### config.mk
export PLATFORM = sky130hd
export DESIGN_NAME = axi_line_burst_master_flat
export DESIGN_NICKNAME = d
export VERILOG_FILES = /design/src/rtl/axi_line_burst_master_pkg.sv /design/src/rtl/axi_line_burst_master_if.sv /design/src/rtl/axi_line_burst_master.sv /design/src/flat_wrapper.sv
export SDC_FILE = /design/constraint.sdc
export NUM_CORES = 1
export LEC_CHECK = 0
export BUFFER_PORTS_ARGS = -buffer_cell sky130_fd_sc_hd__buf_2
export CORE_AREA = 2 2 294 296
export DETAILED_ROUTE_END_ITERATION = 16
export DIE_AREA = 0 0 296 298
export GPL_TIMING_DRIVEN = 1
export PLACE_DENSITY = 0.58
export SYNTH_ARGS = -nofsm -noshare
export SYNTH_HDL_FRONTEND = slang
export SYNTH_SLANG_ARGS = --single-unit
export TNS_END_PERCENT = 10
### constraint.sdc
create_clock -name i_clk -period 21.7 [get_ports i_clk]
set_input_delay 2.17 -clock i_clk [delete_from_list [all_inputs] [get_ports i_clk]]
set_output_delay 2.17 -clock i_clk [all_outputs]
set_load 0.1 [all_outputs]
### src/rtl/axi_line_burst_master_pkg.sv
// Shared memory-interface definitions: AXI burst/response encodings and the
// line-burst master state enum.
package axi_line_burst_master_pkg;

  localparam logic [1:0] AXI_BURST_INCR  = 2'b01;
  localparam logic [1:0] AXI_RESP_OKAY   = 2'b00;
  localparam logic [1:0] AXI_RESP_SLVERR = 2'b10;
  localparam logic [1:0] AXI_RESP_DECERR = 2'b11;

  typedef enum logic [2:0] {
    ST_IDLE,
    ST_RD_ADDR,
    ST_RD_DATA,
    ST_WR,
    ST_WR_RESP,
    ST_RESP
  } state_t;

endpackage

### src/rtl/axi_line_burst_master_if.sv
// Core-side line request/response port plus the AXI4 master channels toward
// the DDR3 controller. "master" is the burst master's view, "slave" the peer's.
interface axi_line_burst_master_if #(
  parameter int ADDR_W = 32,
  parameter int DATA_W = 32,
  parameter int ID_W   = 4,
  parameter int BEATS  = 8
);
  logic                      req_valid, req_ready, req_write;
  logic [ADDR_W-1:0]         req_addr;
  logic [ID_W-1:0]           req_id;
  logic [BEATS*DATA_W-1:0]   req_wdata;

  logic                      rsp_valid, rsp_ready, rsp_write, rsp_err;
  logic [ID_W-1:0]           rsp_id;
  logic [BEATS*DATA_W-1:0]   rsp_rdata;

  logic                      awvalid, awready;
  logic [ID_W-1:0]           awid;
  logic [ADDR_W-1:0]         awaddr;
  logic [7:0]                awlen;
  logic [1:0]                awburst;

  logic                      wvalid, wready, wlast;
  logic [DATA_W-1:0]         wdata;
  logic [DATA_W/8-1:0]       wstrb;

  logic                      bvalid, bready;
  logic [ID_W-1:0]           bid;
  logic [1:0]                bresp;

  logic                      arvalid, arready;
  logic [ID_W-1:0]           arid;
  logic [ADDR_W-1:0]         araddr;
  logic [7:0]                arlen;
  logic [1:0]                arburst;

  logic                      rvalid, rready, rlast;
  logic [ID_W-1:0]           rid;
  logic [DATA_W-1:0]         rdata;
  logic [1:0]                rresp;

  modport master (
    input  req_valid, req_write, req_addr, req_id, req_wdata, rsp_ready,
    output req_ready, rsp_valid, rsp_write, rsp_id, rsp_err, rsp_rdata,
    output awvalid, awid, awaddr, awlen, awburst, input awready,
    output wvalid, wdata, wstrb, wlast, input wready,
    input  bvalid, bid, bresp, output bready,
    output arvalid, arid, araddr, arlen, arburst, input arready,
    input  rvalid, rid, rdata, rlast, rresp, output rready
  );

  modport slave (
    output req_valid, req_write, req_addr, req_id, req_wdata, rsp_ready,
    input  req_ready, rsp_valid, rsp_write, rsp_id, rsp_err, rsp_rdata,
    input  awvalid, awid, awaddr, awlen, awburst, output awready,
    input  wvalid, wdata, wstrb, wlast, output wready,
    output bvalid, bid, bresp, input bready,
    input  arvalid, arid, araddr, arlen, arburst, output arready,
    output rvalid, rid, rdata, rlast, rresp, input rready
  );
endinterface

### src/rtl/axi_line_burst_master.sv
// Turns one cache-line read/write request into an AXI4 INCR burst and returns a
// single line response; one transaction in flight at a time.
module axi_line_burst_master
  import axi_line_burst_master_pkg::*;
#(
  parameter int ADDR_W = 32,
  parameter int DATA_W = 32,
  parameter int ID_W   = 4,
  parameter int BEATS  = 8
) (
  input logic                     i_clk,
  input logic                     i_rst,
  axi_line_burst_master_if.master bus
);
  localparam int LINE_W = BEATS * DATA_W;
  localparam int LSB    = $clog2(LINE_W / 8);
  localparam int CNT_W  = $clog2(BEATS);
  localparam logic [CNT_W-1:0] LAST_BEAT = CNT_W'(BEATS - 1);

  state_t            r_state, w_next_state;
  logic              r_req_ready;
  logic [ADDR_W-1:0] r_addr;
  logic [ID_W-1:0]   r_id;
  logic              r_write, r_err, r_aw_done, r_w_done;
  logic [CNT_W-1:0]  r_cnt;
  logic [LINE_W-1:0] r_wdata, r_line;

  logic w_is_last, w_req_hs, w_aw_hs, w_w_hs, w_r_end;

  assign w_is_last = (r_cnt == LAST_BEAT);
  assign w_req_hs  = bus.req_valid && r_req_ready;
  assign w_aw_hs   = bus.awvalid && bus.awready;
  assign w_w_hs    = bus.wvalid && bus.wready;
  assign w_r_end   = bus.rvalid && (bus.rlast || w_is_last);

  // Every output is a register or a decode of state, never of an AXI input.
  assign bus.req_ready = r_req_ready;
  assign bus.arvalid   = (r_state == ST_RD_ADDR);
  assign bus.arid      = r_id;
  assign bus.araddr    = r_addr;
  assign bus.arlen     = 8'(BEATS - 1);
  assign bus.arburst   = AXI_BURST_INCR;
  assign bus.rready    = (r_state == ST_RD_DATA);
  assign bus.awvalid   = (r_state == ST_WR) && !r_aw_done;
  assign bus.awid      = r_id;
  assign bus.awaddr    = r_addr;
  assign bus.awlen     = 8'(BEATS - 1);
  assign bus.awburst   = AXI_BURST_INCR;
  assign bus.wvalid    = (r_state == ST_WR) && !r_w_done;
  assign bus.wdata     = r_wdata[int'(r_cnt) * DATA_W +: DATA_W];
  assign bus.wstrb     = '1;
  assign bus.wlast     = (r_state == ST_WR) && w_is_last;
  assign bus.bready    = (r_state == ST_WR_RESP);
  assign bus.rsp_valid = (r_state == ST_RESP);
  assign bus.rsp_write = r_write;
  assign bus.rsp_id    = r_id;
  assign bus.rsp_err   = r_err;
  assign bus.rsp_rdata = r_line;

  // NOTE: sequential state uses non-blocking assignments so every flop samples
  // pre-edge values regardless of statement order.
  always_ff @(posedge i_clk or posedge i_rst) begin
    if (i_rst) begin
      r_state     <= ST_IDLE;
      r_req_ready <= 1'b0;
    end else begin
      r_state     <= w_next_state;
      r_req_ready <= (w_next_state == ST_IDLE);
    end
  end

  always_comb begin
    // NOTE: default first, so no branch leaves the signal unassigned and no
    // latch is inferred.
    w_next_state = r_state;
    case (r_state)
      ST_IDLE:    if (w_req_hs) w_next_state = bus.req_write ? ST_WR : ST_RD_ADDR;
      ST_RD_ADDR: if (bus.arready) w_next_state = ST_RD_DATA;
      ST_RD_DATA: if (w_r_end) w_next_state = ST_RESP;
      ST_WR:      if ((r_aw_done || w_aw_hs) && (r_w_done || (w_w_hs && w_is_last)))
                    w_next_state = ST_WR_RESP;
      ST_WR_RESP: if (bus.bvalid) w_next_state = ST_RESP;
      ST_RESP:    if (bus.rsp_ready) w_next_state = ST_IDLE;
      default:    w_next_state = ST_IDLE;
    endcase
  end

  // NOTE: the line buffers drive rsp_rdata/wdata directly, so they are reset
  // to keep those outputs at zero out of reset.
  always_ff @(posedge i_clk or posedge i_rst) begin
    if (i_rst) begin
      r_addr    <= '0;
      r_id      <= '0;
      r_write   <= 1'b0;
      r_err     <= 1'b0;
      r_aw_done <= 1'b0;
      r_w_done  <= 1'b0;
      r_cnt     <= '0;
      r_wdata   <= '0;
      r_line    <= '0;
    end else begin
      case (r_state)
        ST_IDLE: if (w_req_hs) begin
          r_addr    <= {bus.req_addr[ADDR_W-1:LSB], {LSB{1'b0}}};
          r_id      <= bus.req_id;
          r_write   <= bus.req_write;
          r_wdata   <= bus.req_wdata;
          r_line    <= '0;
          r_err     <= 1'b0;
          r_cnt     <= '0;
          r_aw_done <= 1'b0;
          r_w_done  <= 1'b0;
        end
        ST_RD_DATA: if (bus.rvalid) begin
          r_line[int'(r_cnt) * DATA_W +: DATA_W] <= bus.rdata;
          r_cnt <= r_cnt + 1'b1;
          r_err <= r_err | (bus.rresp != AXI_RESP_OKAY) | (bus.rid != r_id)
                         | (bus.rlast != w_is_last);
        end
        ST_WR: begin
          if (w_aw_hs) r_aw_done <= 1'b1;
          if (w_w_hs) begin
            r_cnt <= r_cnt + 1'b1;
            if (w_is_last) r_w_done <= 1'b1;
          end
        end
        ST_WR_RESP: if (bus.bvalid)
          r_err <= r_err | (bus.bresp != AXI_RESP_OKAY) | (bus.bid != r_id);
        ST_RESP: if (bus.rsp_ready) begin
          r_err     <= 1'b0;
          r_cnt     <= '0;
          r_aw_done <= 1'b0;
          r_w_done  <= 1'b0;
        end
        default: ;
      endcase
    end
  end

endmodule

### src/flat_wrapper.sv
// flat-port wrapper written by rule: the top's interface ports become plain ports
module axi_line_burst_master_flat import axi_line_burst_master_pkg::*;
#(
  parameter int ADDR_W = 32,
  parameter int DATA_W = 32,
  parameter int ID_W   = 4,
  parameter int BEATS  = 8
)
  (i_clk, i_rst, bus_req_valid, bus_req_write, bus_req_addr, bus_req_id, bus_req_wdata, bus_rsp_ready, bus_req_ready, bus_rsp_valid, bus_rsp_write, bus_rsp_id, bus_rsp_err, bus_rsp_rdata, bus_awvalid, bus_awid, bus_awaddr, bus_awlen, bus_awburst, bus_awready, bus_wvalid, bus_wdata, bus_wstrb, bus_wlast, bus_wready, bus_bvalid, bus_bid, bus_bresp, bus_bready, bus_arvalid, bus_arid, bus_araddr, bus_arlen, bus_arburst, bus_arready, bus_rvalid, bus_rid, bus_rdata, bus_rlast, bus_rresp, bus_rready);
  axi_line_burst_master_if #(.ADDR_W(ADDR_W), .DATA_W(DATA_W), .ID_W(ID_W), .BEATS(BEATS)) bus_i ();
  input logic i_clk;
  input logic i_rst;
  input wire logic [$bits(bus_i.req_valid)-1:0] bus_req_valid;
  input wire logic [$bits(bus_i.req_write)-1:0] bus_req_write;
  input wire logic [$bits(bus_i.req_addr)-1:0] bus_req_addr;
  input wire logic [$bits(bus_i.req_id)-1:0] bus_req_id;
  input wire logic [$bits(bus_i.req_wdata)-1:0] bus_req_wdata;
  input wire logic [$bits(bus_i.rsp_ready)-1:0] bus_rsp_ready;
  output wire logic [$bits(bus_i.req_ready)-1:0] bus_req_ready;
  output wire logic [$bits(bus_i.rsp_valid)-1:0] bus_rsp_valid;
  output wire logic [$bits(bus_i.rsp_write)-1:0] bus_rsp_write;
  output wire logic [$bits(bus_i.rsp_id)-1:0] bus_rsp_id;
  output wire logic [$bits(bus_i.rsp_err)-1:0] bus_rsp_err;
  output wire logic [$bits(bus_i.rsp_rdata)-1:0] bus_rsp_rdata;
  output wire logic [$bits(bus_i.awvalid)-1:0] bus_awvalid;
  output wire logic [$bits(bus_i.awid)-1:0] bus_awid;
  output wire logic [$bits(bus_i.awaddr)-1:0] bus_awaddr;
  output wire logic [$bits(bus_i.awlen)-1:0] bus_awlen;
  output wire logic [$bits(bus_i.awburst)-1:0] bus_awburst;
  input wire logic [$bits(bus_i.awready)-1:0] bus_awready;
  output wire logic [$bits(bus_i.wvalid)-1:0] bus_wvalid;
  output wire logic [$bits(bus_i.wdata)-1:0] bus_wdata;
  output wire logic [$bits(bus_i.wstrb)-1:0] bus_wstrb;
  output wire logic [$bits(bus_i.wlast)-1:0] bus_wlast;
  input wire logic [$bits(bus_i.wready)-1:0] bus_wready;
  input wire logic [$bits(bus_i.bvalid)-1:0] bus_bvalid;
  input wire logic [$bits(bus_i.bid)-1:0] bus_bid;
  input wire logic [$bits(bus_i.bresp)-1:0] bus_bresp;
  output wire logic [$bits(bus_i.bready)-1:0] bus_bready;
  output wire logic [$bits(bus_i.arvalid)-1:0] bus_arvalid;
  output wire logic [$bits(bus_i.arid)-1:0] bus_arid;
  output wire logic [$bits(bus_i.araddr)-1:0] bus_araddr;
  output wire logic [$bits(bus_i.arlen)-1:0] bus_arlen;
  output wire logic [$bits(bus_i.arburst)-1:0] bus_arburst;
  input wire logic [$bits(bus_i.arready)-1:0] bus_arready;
  input wire logic [$bits(bus_i.rvalid)-1:0] bus_rvalid;
  input wire logic [$bits(bus_i.rid)-1:0] bus_rid;
  input wire logic [$bits(bus_i.rdata)-1:0] bus_rdata;
  input wire logic [$bits(bus_i.rlast)-1:0] bus_rlast;
  input wire logic [$bits(bus_i.rresp)-1:0] bus_rresp;
  output wire logic [$bits(bus_i.rready)-1:0] bus_rready;
  assign bus_i.req_valid = bus_req_valid;
  assign bus_i.req_write = bus_req_write;
  assign bus_i.req_addr = bus_req_addr;
  assign bus_i.req_id = bus_req_id;
  assign bus_i.req_wdata = bus_req_wdata;
  assign bus_i.rsp_ready = bus_rsp_ready;
  assign bus_req_ready = bus_i.req_ready;
  assign bus_rsp_valid = bus_i.rsp_valid;
  assign bus_rsp_write = bus_i.rsp_write;
  assign bus_rsp_id = bus_i.rsp_id;
  assign bus_rsp_err = bus_i.rsp_err;
  assign bus_rsp_rdata = bus_i.rsp_rdata;
  assign bus_awvalid = bus_i.awvalid;
  assign bus_awid = bus_i.awid;
  assign bus_awaddr = bus_i.awaddr;
  assign bus_awlen = bus_i.awlen;
  assign bus_awburst = bus_i.awburst;
  assign bus_i.awready = bus_awready;
  assign bus_wvalid = bus_i.wvalid;
  assign bus_wdata = bus_i.wdata;
  assign bus_wstrb = bus_i.wstrb;
  assign bus_wlast = bus_i.wlast;
  assign bus_i.wready = bus_wready;
  assign bus_i.bvalid = bus_bvalid;
  assign bus_i.bid = bus_bid;
  assign bus_i.bresp = bus_bresp;
  assign bus_bready = bus_i.bready;
  assign bus_arvalid = bus_i.arvalid;
  assign bus_arid = bus_i.arid;
  assign bus_araddr = bus_i.araddr;
  assign bus_arlen = bus_i.arlen;
  assign bus_arburst = bus_i.arburst;
  assign bus_i.arready = bus_arready;
  assign bus_i.rvalid = bus_rvalid;
  assign bus_i.rid = bus_rid;
  assign bus_i.rdata = bus_rdata;
  assign bus_i.rlast = bus_rlast;
  assign bus_i.rresp = bus_rresp;
  assign bus_rready = bus_i.rready;
  axi_line_burst_master #(.ADDR_W(ADDR_W), .DATA_W(DATA_W), .ID_W(ID_W), .BEATS(BEATS)) u_core (.i_clk(i_clk), .i_rst(i_rst), .bus(bus_i));
endmodule
; ---- Word-level counts from Yosys, hierarchy flattened
; Index checks and enable logic that the tools add are counted.
[classes]
n_eq_ne = 16
bitwise_logic = 5
reduce_logical = 28
n_shift = 3
addsub = 2
mux = 27
[op_table]
columns = operator, count
row1 = 2-to-1 mux 256 bit, 2
row2 = case mux 256 bit (2 select lines), 1
row3 = bitwise mux 256 bit, 1
row4 = "variable shift 32 x 33 -> 256 bit, first input constant", 1
row5 = variable part select 256 x 9 -> 32 bit, 1
row6 = variable part select 32 x 33 -> 256 bit, 1
row7 = negation 8 -> 33 bit, 1
row8 = 2-to-1 mux 3 bit, 10
row9 = case mux 3 bit (6 select lines), 1
row10 = AND reduction 5 bit, 3
row11 = case mux 3 bit (4 select lines), 1
row12 = "== test 3 bit, second input constant", 3
row13 = logical AND 1 bit, 9
row14 = "inequality test 2 x 1 -> 1 bit, second input constant", 4
row15 = inequality test 4 bit, 2
row16 = nonzero test 4 bit, 2
row17 = 2-to-1 mux 1 bit, 7
row18 = "== test 3 x 2 -> 1 bit, second input constant", 2
row19 = zero test 3 bit, 2
row20 = "inequality test 2 bit, second input constant", 3
row21 = case mux 1 bit (3 select lines), 2
row22 = nonzero test 2 bit, 3
row23 = OR 1 bit, 5
row24 = case mux 1 bit (4 select lines), 1
row25 = other kinds (10), 13
[totals]
wordCells = 92
in_bits = 347
output_inout_bits = 398
regBits = 554

; ---- Logic depth before layout (Yosys ltp)
; Gate-level depths: netlist of run 1.
[logic_depth]
ltp_word = 9
depth_mapped = 12
ltp_nobuf = 8

; ---- Least setup slack after synthesis of run 1
; OpenSTA, ideal clock, no wires.
[synth_path]
path_type = register to output
startpoint = register u_core.r_state[2]
endpoint = output bus_bready
arrival_ps = 2882
t_required_ps = 19530
path_buffers = 1
setup_slack_ps = 16648
path_stages_with_launch = 4
path_cell_list = dfrtp_1 -> clkbuf_1 -> inv_1 -> nor3_1
[synth_between]
elab_chain_cells = 1
[synth_lines]
columns = item, line
row1 = start: declaration, axi_line_burst_master.sv:20  ; state_t r_state, w_next_state;
row2 = start signal: assignment, axi_line_burst_master.sv:67  ; r_state <= w_next_state;
row3 = == test 3 bit, axi_line_burst_master.sv:53  ; assign bus.bready = (r_state == ST_WR_RESP);
row4 = end: declaration, flat_wrapper.sv:39  ; output wire logic [$bits(bus_i.bready)-1:0] bus_bready;
; No other way between the ends.

; ---- Worst setup path after layout of run 1
[layout_path]
startpoint = register u_core.r_cnt[0]
endpoint = output bus_wdata[6]
[layout_between]
elab_chain_cells = 1
[layout_lines]
columns = item, line
row1 = start: declaration, axi_line_burst_master.sv:25  ; logic [CNT_W-1:0] r_cnt;
row2 = start signal: assignment, axi_line_burst_master.sv:116  ; r_cnt <= r_cnt + 1'b1;
row3 = start signal: assignment, axi_line_burst_master.sv:123  ; r_cnt <= r_cnt + 1'b1;
row4 = variable part select 256 x 9 -> 32 bit, axi_line_burst_master.sv:50  ; assign bus.wdata = r_wdata[int'(r_cnt) * DATA_W +: DATA_W];
row5 = end: declaration, flat_wrapper.sv:32  ; output wire logic [$bits(bus_i.wdata)-1:0] bus_wdata;
; No other way between the ends.

==> out/results.tsv, run 1 <==
metric	value	unit
status	finished clean	
timing.final.ws_setup	15.75	ns
final_nets	2597	
swShare	47.8	%
synth_cells	1630	
via_count	16400	
cts_resized	0	
worst-path-stages	5	
ant_nets	0	
fillerInstances	8331	
pwr-share-seq	31.2	%
hold_buffers	0	
setup_violations	0	
synth_flop_cell	dfrtp_1	
row_count	107	
syn_avg_cell_area	14.3	sq um
setup.worst_path.class	reg -> out	
initial_core_util	27.5	%
ys_types	53	
cp_num_buf_inv	2	
critPathSlowestCell	dfrtp_4	
cts_setup_buffers	0	
grt_pass1_wl	115000	um
ios	745	
area_growth	27.0	%
endpoint_kind	output pin	
cap_violations	0	
die_h	298	um
crit_path_frequent_cell	nand2_1	
grt-ovfl-total	0	
path_delay_family	buffers and inverters	
met3_usage	6.19	%
first_pass_iters	5	
place.gp.congestion	0.841	
p_switching	0.00239	W
drt_iter0_drc	878	
p_per_area	169	nW/um^2
p_int	0.00260	W
cts_htree_levels	2	
dp_hpwl	59400	um
ir_worst_vdd	0.153	mV
max_slew_margin	19.9	%
die_w	296	um
finalMaxSlewViolations	0	
holdPathStages	1	
crit_required	19.53	ns
grt_setup_unrepaired	false	
fmax	168	MHz
wl_per_cell	23.3	um
netlist_area	23300	sq um
worstPathArrival	3.78	ns
place_ws	16.01	ns
hold_violations	0	
final_cell_mix	buf_2 (705), dfrtp_1 (551), mux2_2 (288), a22o_1 (238), nand2_1 (124)	
yosys_warnings	0	
synth-seq-cells	554	
track_usage	17.6	%
start_kind	register	
tightest_slew	1.20	ns
design.core.area	84900	sq um
min_period	5.95	ns
grt_pass1_vias	17100	
die-area	88200	sq um
power_frac_comb	47.8	%
via_per_inst	4.75	
drc_errors	0	
finClkSkew	0.0235	ns
synthArstFlopShare	100	%
cellLeakagePower	14.5	nW
use_met2	31.7	%
clockBufferDepth	3	
final.setup.tns	0	ns
grt.busiest_layer	met2	
synth-seq-area-share	59.5	%
cts.sinks	554	
r2r_cells	5	
hold_path_class	reg -> reg	
drive_gt1_share	52.4	%
cts_tree	done	
clockRootBuffer	clkbuf_16	
clock_latency	0.62	ns
clkPwrFrac	21.0	%
grt_max_degree	171	
worstPathCellList	buf_4 > mux4_2 > nand2_1 > nand2_1 > buf_2	
fin_crit_sh	27.4	%
port_buffers	705	
synth_edf_count	0	
wirelength	80200	um
crit_fanout	38	
final_common_cell	buf_2	
cts_buffers	61	
antenna_found_initial	38	
use_met1	19.3	%
cts.clk_slew.worst_paths	0.06	ns
max_stage_delay	0.93	ns
## sequential cells by signal, indices dropped and copies added (netlist names)
name and cells:
u_core.r_wdata 256, u_core.r_aw_done 1, u_core.r_state 3, u_core.bus.rsp_rdata 256, u_core.bus.rsp_err 1, u_core.bus.arid 4
u_core.bus.rsp_write 1, u_core.r_w_done 1, u_core.bus.araddr 27, u_core.bus.req_ready 1, u_core.r_cnt 3
## cell families (layout without fill, tap and decap cells)
group,after synthesis,count (layout),share of synthesized area [%]
flops,554,554,59.5
mux,374,374,21.0
compound gates,271,271,9.86
buf+inv,238,870,5.40
simple gates,178,178,3.59
xor+xnor,8,8,0.301
fa+ha+maj,5,5,0.268
other cells,2,40,0.0322
## cell usage after synthesis (2+ instances only)
library cell | instances | share of area (%)
a211o_1 | 2 | 0.075
a21oi_1 | 5 | 0.11
a22o_1 | 238 | 8.9
a22oi_1 | 2 | 0.064
and2_1 | 2 | 0.054
buf_1 | 26 | 0.42
buf_2 | 69 | 1.5
buf_4 | 72 | 2.3
clkbuf_1 | 40 | 0.64
conb_1 | 2 | 0.032
dfrtp_1 | 554 | 59
ha_1 | 5 | 0.27
inv_1 | 28 | 0.45
mux2_2 | 288 | 14
mux2i_1 | 22 | 0.95
mux4_2 | 64 | 6.2
nand2_1 | 125 | 2.0
nand2b_1 | 6 | 0.16
nand3_1 | 5 | 0.11
nand3b_1 | 3 | 0.097
nor2_1 | 7 | 0.11
nor2b_1 | 5 | 0.13
nor3_1 | 8 | 0.17
nor3_2 | 3 | 0.13
nor4_2 | 2 | 0.11
o21ai_0 | 7 | 0.15
o21ai_1 | 4 | 0.086
o21bai_1 | 2 | 0.064
o22ai_1 | 4 | 0.11
xnor2_1 | 4 | 0.15
xor2_1 | 4 | 0.15
## final timing paths
check / from / endpoint / slack, ns
setup / recovery: u_core.r_cnt[0]$_DFFE_PP0P_ / bus_wdata[6] / 15.75
hold / removal: u_core.bus.rsp_rdata[164]$_DFFE_PP0P_ / u_core.bus.rsp_rdata[164]$_DFFE_PP0P_ / 0.50
setup reg to reg: u_core.r_state[1]$_DFF_PP0_ / u_core.r_wdata[26]$_DFFE_PP0P_ / 17.54
hold reg to reg: u_core.bus.rsp_rdata[164]$_DFFE_PP0P_ / u_core.bus.rsp_rdata[164]$_DFFE_PP0P_ / 0.50
max in group asynchronous: i_rst / u_core.r_wdata[174]$_DFFE_PP0P_ / 16.88
min in group asynchronous: i_rst / u_core.bus.araddr[23]$_DFFE_PP0P_ / 1.66
## worst register-to-register path: cells and delay by family, from the launching register on
kind | cells | cell delay, ns
multiplexers | 1 | 0.53
buffers and inverters | 2 | 1.70
AND/OR/NAND/NOR | 2 | 1.20
flip-flops | 1 | 0.60
## power groups by stage
stage	clock network, W	registers, W	logic, W
2_1_floorplan	0	0.00197	0.00153
3_3_place_gp	0	0.00155	0.00239
3_5_place_dp	0	0.00158	0.00242
4_1_cts	0.00108	0.00156	0.00242
5_1_grt	0.00113	0.00160	0.00249
6_report	0.00105	0.00156	0.00238
## per-layer routing
metal | vias up | wire length [um] | share of wire [%]
met2 | 748 | 40900 | 51
met3 | 170 | 7970 | 9.9
met5 | - | 316 | 0.39
met4 | 50 | 2230 | 2.8
li1 | 7075 | - | -
met1 | 8325 | 28800 | 36
## final cells by class
class,instances,area [sq um],share of cell area (%)
Sequential cell,554,13900,46.9
Multi-Input combinational cell,870,8390,28.4
Timing Repair Buffer,728,3710,12.6
Clock buffer,87,1770,6.00
Tap cell,1144,1430,4.84
Clock inverter,25,273,0.922
Inverter,30,120,0.406
Antenna cell,6,15.0,0.0507
## metrics by stage
stage	util, %	hold slack, ns	cell area, sq um	total power [W]	std cells
6_report	34.9	0.497	29600	0.00499	3444
5_1_grt	34.8	0.512	29600	0.00521	3440
4_1_cts	34.8	0.503	29600	0.00506	3438
3_5_place_dp	32.4	0.485	27500	0.00399	3326
3_3_place_gp	32.4	0.483	27500	0.00394	3326
2_1_floorplan	-	0.475	23400	0.00349	1662
No activity file was read; power rests on OpenSTA's default activity.
==> inputs of run 2 (changes only) <==
==> constraint.sdc (replaced) <==
create_clock -name i_clk -period 6 [get_ports i_clk]
set_input_delay 0.6 -clock i_clk [delete_from_list [all_inputs] [get_ports i_clk]]
set_output_delay 0.6 -clock i_clk [all_outputs]
set_load 0.1 [all_outputs]
==> out/results.tsv, run 2 (same netlist as run 1, synthesis figures left out) <==
metric	value	unit
status	finished clean	
grt_pass1_vias	17200	
dp_hpwl	60200	um
start_kind	register	
ir_worst_vdd	0.703	mV
reg2reg_from	u_core.r_cnt[2]$_DFFE_PP0P_	
ant_nets	0	
grt_setup_unrepaired	false	
r2r_slack	2.15	ns
final_common_cell	buf_2	
hold_buffers	0	
met3_length	7100	um
die_w	296	um
fmax	254	MHz
grt-ovfl-total	0	
final_cell_area	29600	sq um
whs	0.106	ns
track_usage	17.7	%
finClkSkew	0.0162	ns
crit_fanout	37	
final_nets	2602	
drive_gt1_share	52.3	%
fillerInstances	8411	
tightest_slew	1.24	ns
clock_latency	0.61	ns
clockBufferDepth	3	
cap_violations	0	
initial_core_util	27.5	%
endpoint	bus_wdata[3]	
cts_buffers	61	
drt_iter0_drc	842	
hold_violations	0	
setup.worst_path.class	reg -> out	
r2r_cells	7	
finalMaxSlewViolations	0	
via_count	16500	
drc_errors	0	
cts_tree	done	
port_buffers	705	
ios	745	
antenna_found_initial	45	
die-area	88200	sq um
via_per_inst	4.78	
min_period	3.94	ns
crit_required	5.40	ns
row_count	107	
cts_setup_buffers	0	
wl_met2	41200	um
cellLeakagePower	14.5	nW
wirelength	80700	um
fin_crit_sh	65.7	%
first_pass_iters	5	
top_layer	met5	
die_h	298	um
setup_violations	0	
startpoint	u_core.r_cnt[0]$_DFFE_PP0P_	
cts_resized	0	
p_per_area	606	nW/um^2
clockRootBuffer	clkbuf_16	
grt_max_degree	147	
worstPathArrival	3.34	ns
place_area	27600	sq um
cts.sinks	554	
endpoint_kind	output pin	
hold_path_class	in -> async	
grt_pass1_wl	116000	um
max_slew_margin	16.9	%
design.core.area	84900	sq um
final_cell_mix	buf_2 (705), dfrtp_1 (551), mux2_2 (288), a22o_1 (238), nand2_1 (125)	
area_growth	27.1	%
routedLengthMet1	29500	um
wl_per_cell	23.4	um
place.gp.congestion	0.834	
timing.rr.end	u_core.bus.rsp_rdata[122]$_DFFE_PP0P_	
cts.clk_slew.worst_paths	0.06	ns
cts_htree_levels	2	
run 2: cell type report:
type | instances | area [sq um] | share of cell area, %
inverter | 30 | 116 | 0.393
clock inverter | 16 | 159 | 0.536
antenna | 10 | 25.0 | 0.0845
sequential | 554 | 13900 | 46.8
multi-input combinational | 870 | 8390 | 28.3
tap | 1144 | 1430 | 4.83
timing repair buffer | 733 | 3780 | 12.7
clock buffer | 95 | 1860 | 6.27
run 2: worst max-delay path, stage by stage (launching register included):
cell and delay, ns:
dfrtp_4 0.59, buf_4 0.70, mux4_2 0.61, nand2_1 0.31
nand2_1 0.14, buf_2 0.32
run 2: worst min path at each step:
| stage | from | to | slack (ns) | cells after the start |
|---|---|---|---|---|
| after floorplan | u_core.r_wdata[192]$_DFFE_PP0P_ | u_core.r_wdata[192]$_DFFE_PP0P_ | 0.48 | 1 |
| after global placement | u_core.bus.rsp_rdata[253]$_DFFE_PP0P_ | u_core.bus.rsp_rdata[253]$_DFFE_PP0P_ | 0.48 | 1 |
| after detailed placement | u_core.bus.rsp_rdata[124]$_DFFE_PP0P_ | u_core.bus.rsp_rdata[124]$_DFFE_PP0P_ | 0.49 | 1 |
| after CTS | i_rst | u_core.r_wdata[31]$_DFFE_PP0P_ | 0.07 | 2 |
| after global routing | i_rst | u_core.r_wdata[31]$_DFFE_PP0P_ | 0.11 | 2 |
| final | i_rst | u_core.r_wdata[31]$_DFFE_PP0P_ | 0.11 | 2 |
run 2: layer usage:
| metal | GRT usage (%) | up-vias |
|---|---|---|
| met2 | 31.5 | 708 |
| li1 | - | 7088 |
| met1 | 19.6 | 8444 |
| met4 | 5.77 | 60 |
| met3 | 5.95 | 185 |
| met5 | 0 | - |
run 2: per-stage QoR:
stage | setup TNS [ns] | power, W | worst slack (ns) | util, % | std cells
detailed placement | 0 | 0.0144 | 2.04 | 32.5 | 3331
floorplan | -1185.45 | 0.0126 | -2.14 | - | 1662
CTS | 0 | 0.0182 | 1.82 | 34.9 | 3442
global route | 0 | 0.0187 | 1.80 | 34.9 | 3448
finish | 0 | 0.0180 | 2.06 | 34.9 | 3452
global placement | 0 | 0.0142 | 2.08 | 32.5 | 3331
run 2: power breakdown:
part	switching, W	leakage (nW)	total [W]	internal, W
clock	0.00156	0.993	0.00376	0.00220
combinational	0.00628	6.37	0.00859	0.00231
sequential	0.000719	7.11	0.00561	0.00489
==> inputs of run 3 (changes only) <==
--- a/config.mk
+++ b/config.mk
@@ -5,12 +5,13 @@
 export SDC_FILE = /design/constraint.sdc
 export NUM_CORES = 1
 export LEC_CHECK = 0
+export ABC_AREA = 1
 export BUFFER_PORTS_ARGS = -buffer_cell sky130_fd_sc_hd__buf_2
-export CORE_AREA = 2 2 294 296
+export CORE_AREA = 2 2 288 290
 export DETAILED_ROUTE_END_ITERATION = 16
-export DIE_AREA = 0 0 296 298
+export DIE_AREA = 0 0 290 292
 export GPL_TIMING_DRIVEN = 1
-export PLACE_DENSITY = 0.58
+export PLACE_DENSITY = 0.64
 export SYNTH_ARGS = -nofsm -noshare
 export SYNTH_HDL_FRONTEND = slang
 export SYNTH_SLANG_ARGS = --single-unit
==> constraint.sdc (replaced) <==
create_clock -name i_clk -period 3.2 [get_ports i_clk]
set_input_delay 0.32 -clock i_clk [delete_from_list [all_inputs] [get_ports i_clk]]
set_output_delay 0.32 -clock i_clk [all_outputs]
set_load 0.1 [all_outputs]
==> out/results.tsv, run 3 <==
metric	value	unit
drc_errors	0	
first_pass_iters	6	
grt_setup_unrepaired	false	
setup_violations	0	
place.gp.congestion	0.865	
design.core.area	81600	sq um
grt_pass1_wl	156000	um
final_nets	4408	
clockBufferDepth	3	
syn_avg_cell_area	7.94	sq um
status	finished clean	
timing.final.ws_setup	0.132	ns
final_cell_mix	nand2_1 (1387), buf_2 (673), dfrtp_1 (551), dlygate4sd3_1 (303), o21ai_0 (221)	
yosys_warnings	0	
final_cell_area	35000	sq um
drt_iter0_drc	2022	
die-area	84700	sq um
worstPathCellList	inv_6 > buf_6 > o21ai_0 > o22ai_1 > nand2_1 > nand2_1 > buf_12	
netlist_area	25100	sq um
finalMaxSlewViolations	0	
die_h	292	um
hold_path_class	in -> reg	
critPathSlowestCell	dfrtp_4	
r2r_cells	7	
p_int	0.0172	W
yosysTopAreaCellShare	55.3	%
r2r_slack	0.38	ns
dp_hpwl	71600	um
hold_start	bus_rdata[27]	
pwr-share-seq	28.5	%
synth_top_area_cell	dfrtp_1	
final.setup.tns	0	ns
ys_types	33	
min_period	3.07	ns
p_per_area	998	nW/um^2
min_delay_worst_endpoint	u_core.bus.rsp_rdata[27]$_DFFE_PP0P_	
max_stage_delay	0.53	ns
ios	745	
start_kind	register	
final_common_cell	nand2_1	
wirelength	104000	um
die_w	290	um
clock_latency	0.62	ns
place_area	29800	sq um
fmax	326	MHz
finClkSkew	0.0230	ns
setup.worst_path.class	reg -> out	
synth_cells	3158	
crit_required	2.88	ns
grt_max_degree	194	
cellLeakagePower	19.2	nW
via_count	25000	
port_buffers	705	
synth_edf_count	0	
synth_area_leaders	dfrtp_1 (55%), nand2_1 (21%), o21ai_0 (4.4%), nand3_1 (4.3%), buf_4 (2.4%)	
holdPathStages	3	
cts.clk_slew.worst_paths	0.06	ns
worstPathArrival	2.75	ns
synth_flop_cell	dfrtp_1	
area_growth	39.5	%
crit_fanout	44	
yosysMostFrequentCell	nand2_1	
antenna_found_initial	15	
wl_per_cell	20.1	um
cts.sinks	554	
drive_gt1_share	21.8	%
crit_path_frequent_cell	nand2_1	
cts_setup_buffers	0	
cts_htree_levels	2	
initial_core_util	30.7	%
cp_num_buf_inv	3	
ant_nets	0	
netlist_top_cells_count	nand2_1 (1388), dfrtp_1 (554), o21ai_0 (221)	
hold_violations	0	
track_usage	24.1	%
ir_worst_vdd	1.16	mV
cts_buffers	60	
place_ws	0.434	ns
synth-seq-area-share	55.3	%
via_per_inst	4.82	
timing.rr.end	u_core.bus.rsp_rdata[163]$_DFFE_PP0P_	
synth-seq-cells	554	
tightest_slew	1.10	ns
grt_pass1_vias	24800	
swShare	50.7	%
power_frac_comb	50.8	%
reg2reg_from	u_core.r_cnt[0]$_DFFE_PP0P_	
cap_violations	0	
max_slew_margin	26.3	%
synthArstFlopShare	100	%
endpoint_kind	output pin	
row_count	105	
finish.utilization	42.9	%
p_switching	0.0177	W
clkPwrFrac	20.7	%
clockRootBuffer	clkbuf_16	
path_delay_family	buffers and inverters	
cts_tree	done	
fin_crit_sh	95.9	%
grt-ovfl-total	0	
[run 3: cell types whose count changed after synthesis, moves of 24 or more]
cell,delta
nand2_1,+1263
nor3_1,+37
clkbuf_1,+56
mux2_2,-288
a22o_1,-238
nand4_1,+24
o21ai_1,+42
a21oi_1,+29
nand3_1,+213
nor2_1,+148
mux4_2,-64
o22ai_1,+28
o21ai_0,+214
inv_1,+110
[run 3: cells by family after synthesis]
family	share of synthesized area, %
buffers and inverters	7.98
DFF	55.3
xor gates and xnor gates	0.0698
AOI/OAI and AO/OA	7.07
other	0.0299
and+or+nand+nor	29.3
adders and majority gates	0.249
[run 3: final cells by class]
class | instances | area, sq um
fill | 7986 | 46600
sequential | 554 | 13900
tap | 1070 | 1340
multi-input combinational | 2221 | 9380
inverter | 144 | 559
timing repair buffer | 1075 | 7780
antenna | 11 | 27.5
clock buffer | 84 | 1670
clock inverter | 22 | 354
[run 3: worst register-to-register path: cells and delay by family, from the launching register on]
kind                     cells  cell delay, ns
buffers and inverters        2            0.69
adder cells (fa/ha/maj)      1            0.44
flip-flops                   1            0.48
AND/OR/NAND/NOR              4            1.15
[run 3: worst max path at each step]
stage	from	cells past startpoint	slack [ns]	endpoint
after floorplan	i_rst	1	-4.66	u_core.bus.araddr[10]$_DFFE_PP0P_
after global placement	u_core.r_cnt[0]$_DFFE_PP0P_	7	0.42	u_core.bus.rsp_rdata[162]$_DFFE_PP0P_
after detailed placement	u_core.r_cnt[0]$_DFFE_PP0P_	7	0.43	u_core.bus.rsp_rdata[170]$_DFFE_PP0P_
after CTS	u_core.r_cnt[0]$_DFFE_PP0P_	7	0.04	bus_wdata[15]
after global routing	u_core.r_cnt[0]$_DFFE_PP0P_	7	0.02	bus_wdata[15]
final	u_core.r_cnt[0]$_DFFE_PP0P_	7	0.13	bus_wdata[24]
[run 3: power groups by stage]
| stage | Combinational, W | Clock [W] | Sequential (W) |
|---|---|---|---|
| CTS | 0.0178 | 0.00733 | 0.00992 |
| finish | 0.0177 | 0.00722 | 0.00996 |
| global placement | 0.0173 | 0 | 0.00997 |
| floorplan | 0.0100 | 0 | 0.0124 |
| global route | 0.0188 | 0.00764 | 0.0102 |
| detailed placement | 0.0174 | 0 | 0.00999 |
[run 3: through the flow]
| step | total power, W | cells | hold WS (ns) |
|---|---|---|---|
| CTS | 0.0350 | 5170 | 0.00626 |
| detailed placement | 0.0274 | 4760 | 0.401 |
| finish | 0.0349 | 5181 | 0.0546 |
| global placement | 0.0272 | 4760 | 0.397 |
| global route | 0.0366 | 5176 | 0.0288 |
| floorplan | 0.0224 | 3190 | 0.430 |
[run 3: timing repair]
item	CTS	global route
setup endpoints to repair	4	0
hold buffers	303	0
endpoints found under the hold margin	314	0
resized for setup	5	0
[run 3: layer usage]
layer	routed length [um]	global-route usage [%]	share of wire (%)
met1	40500	28.9	39
met3	6870	3.92	6.6
met5	50	0	0.048
met2	50500	41.6	49
met4	6020	12.3	5.8
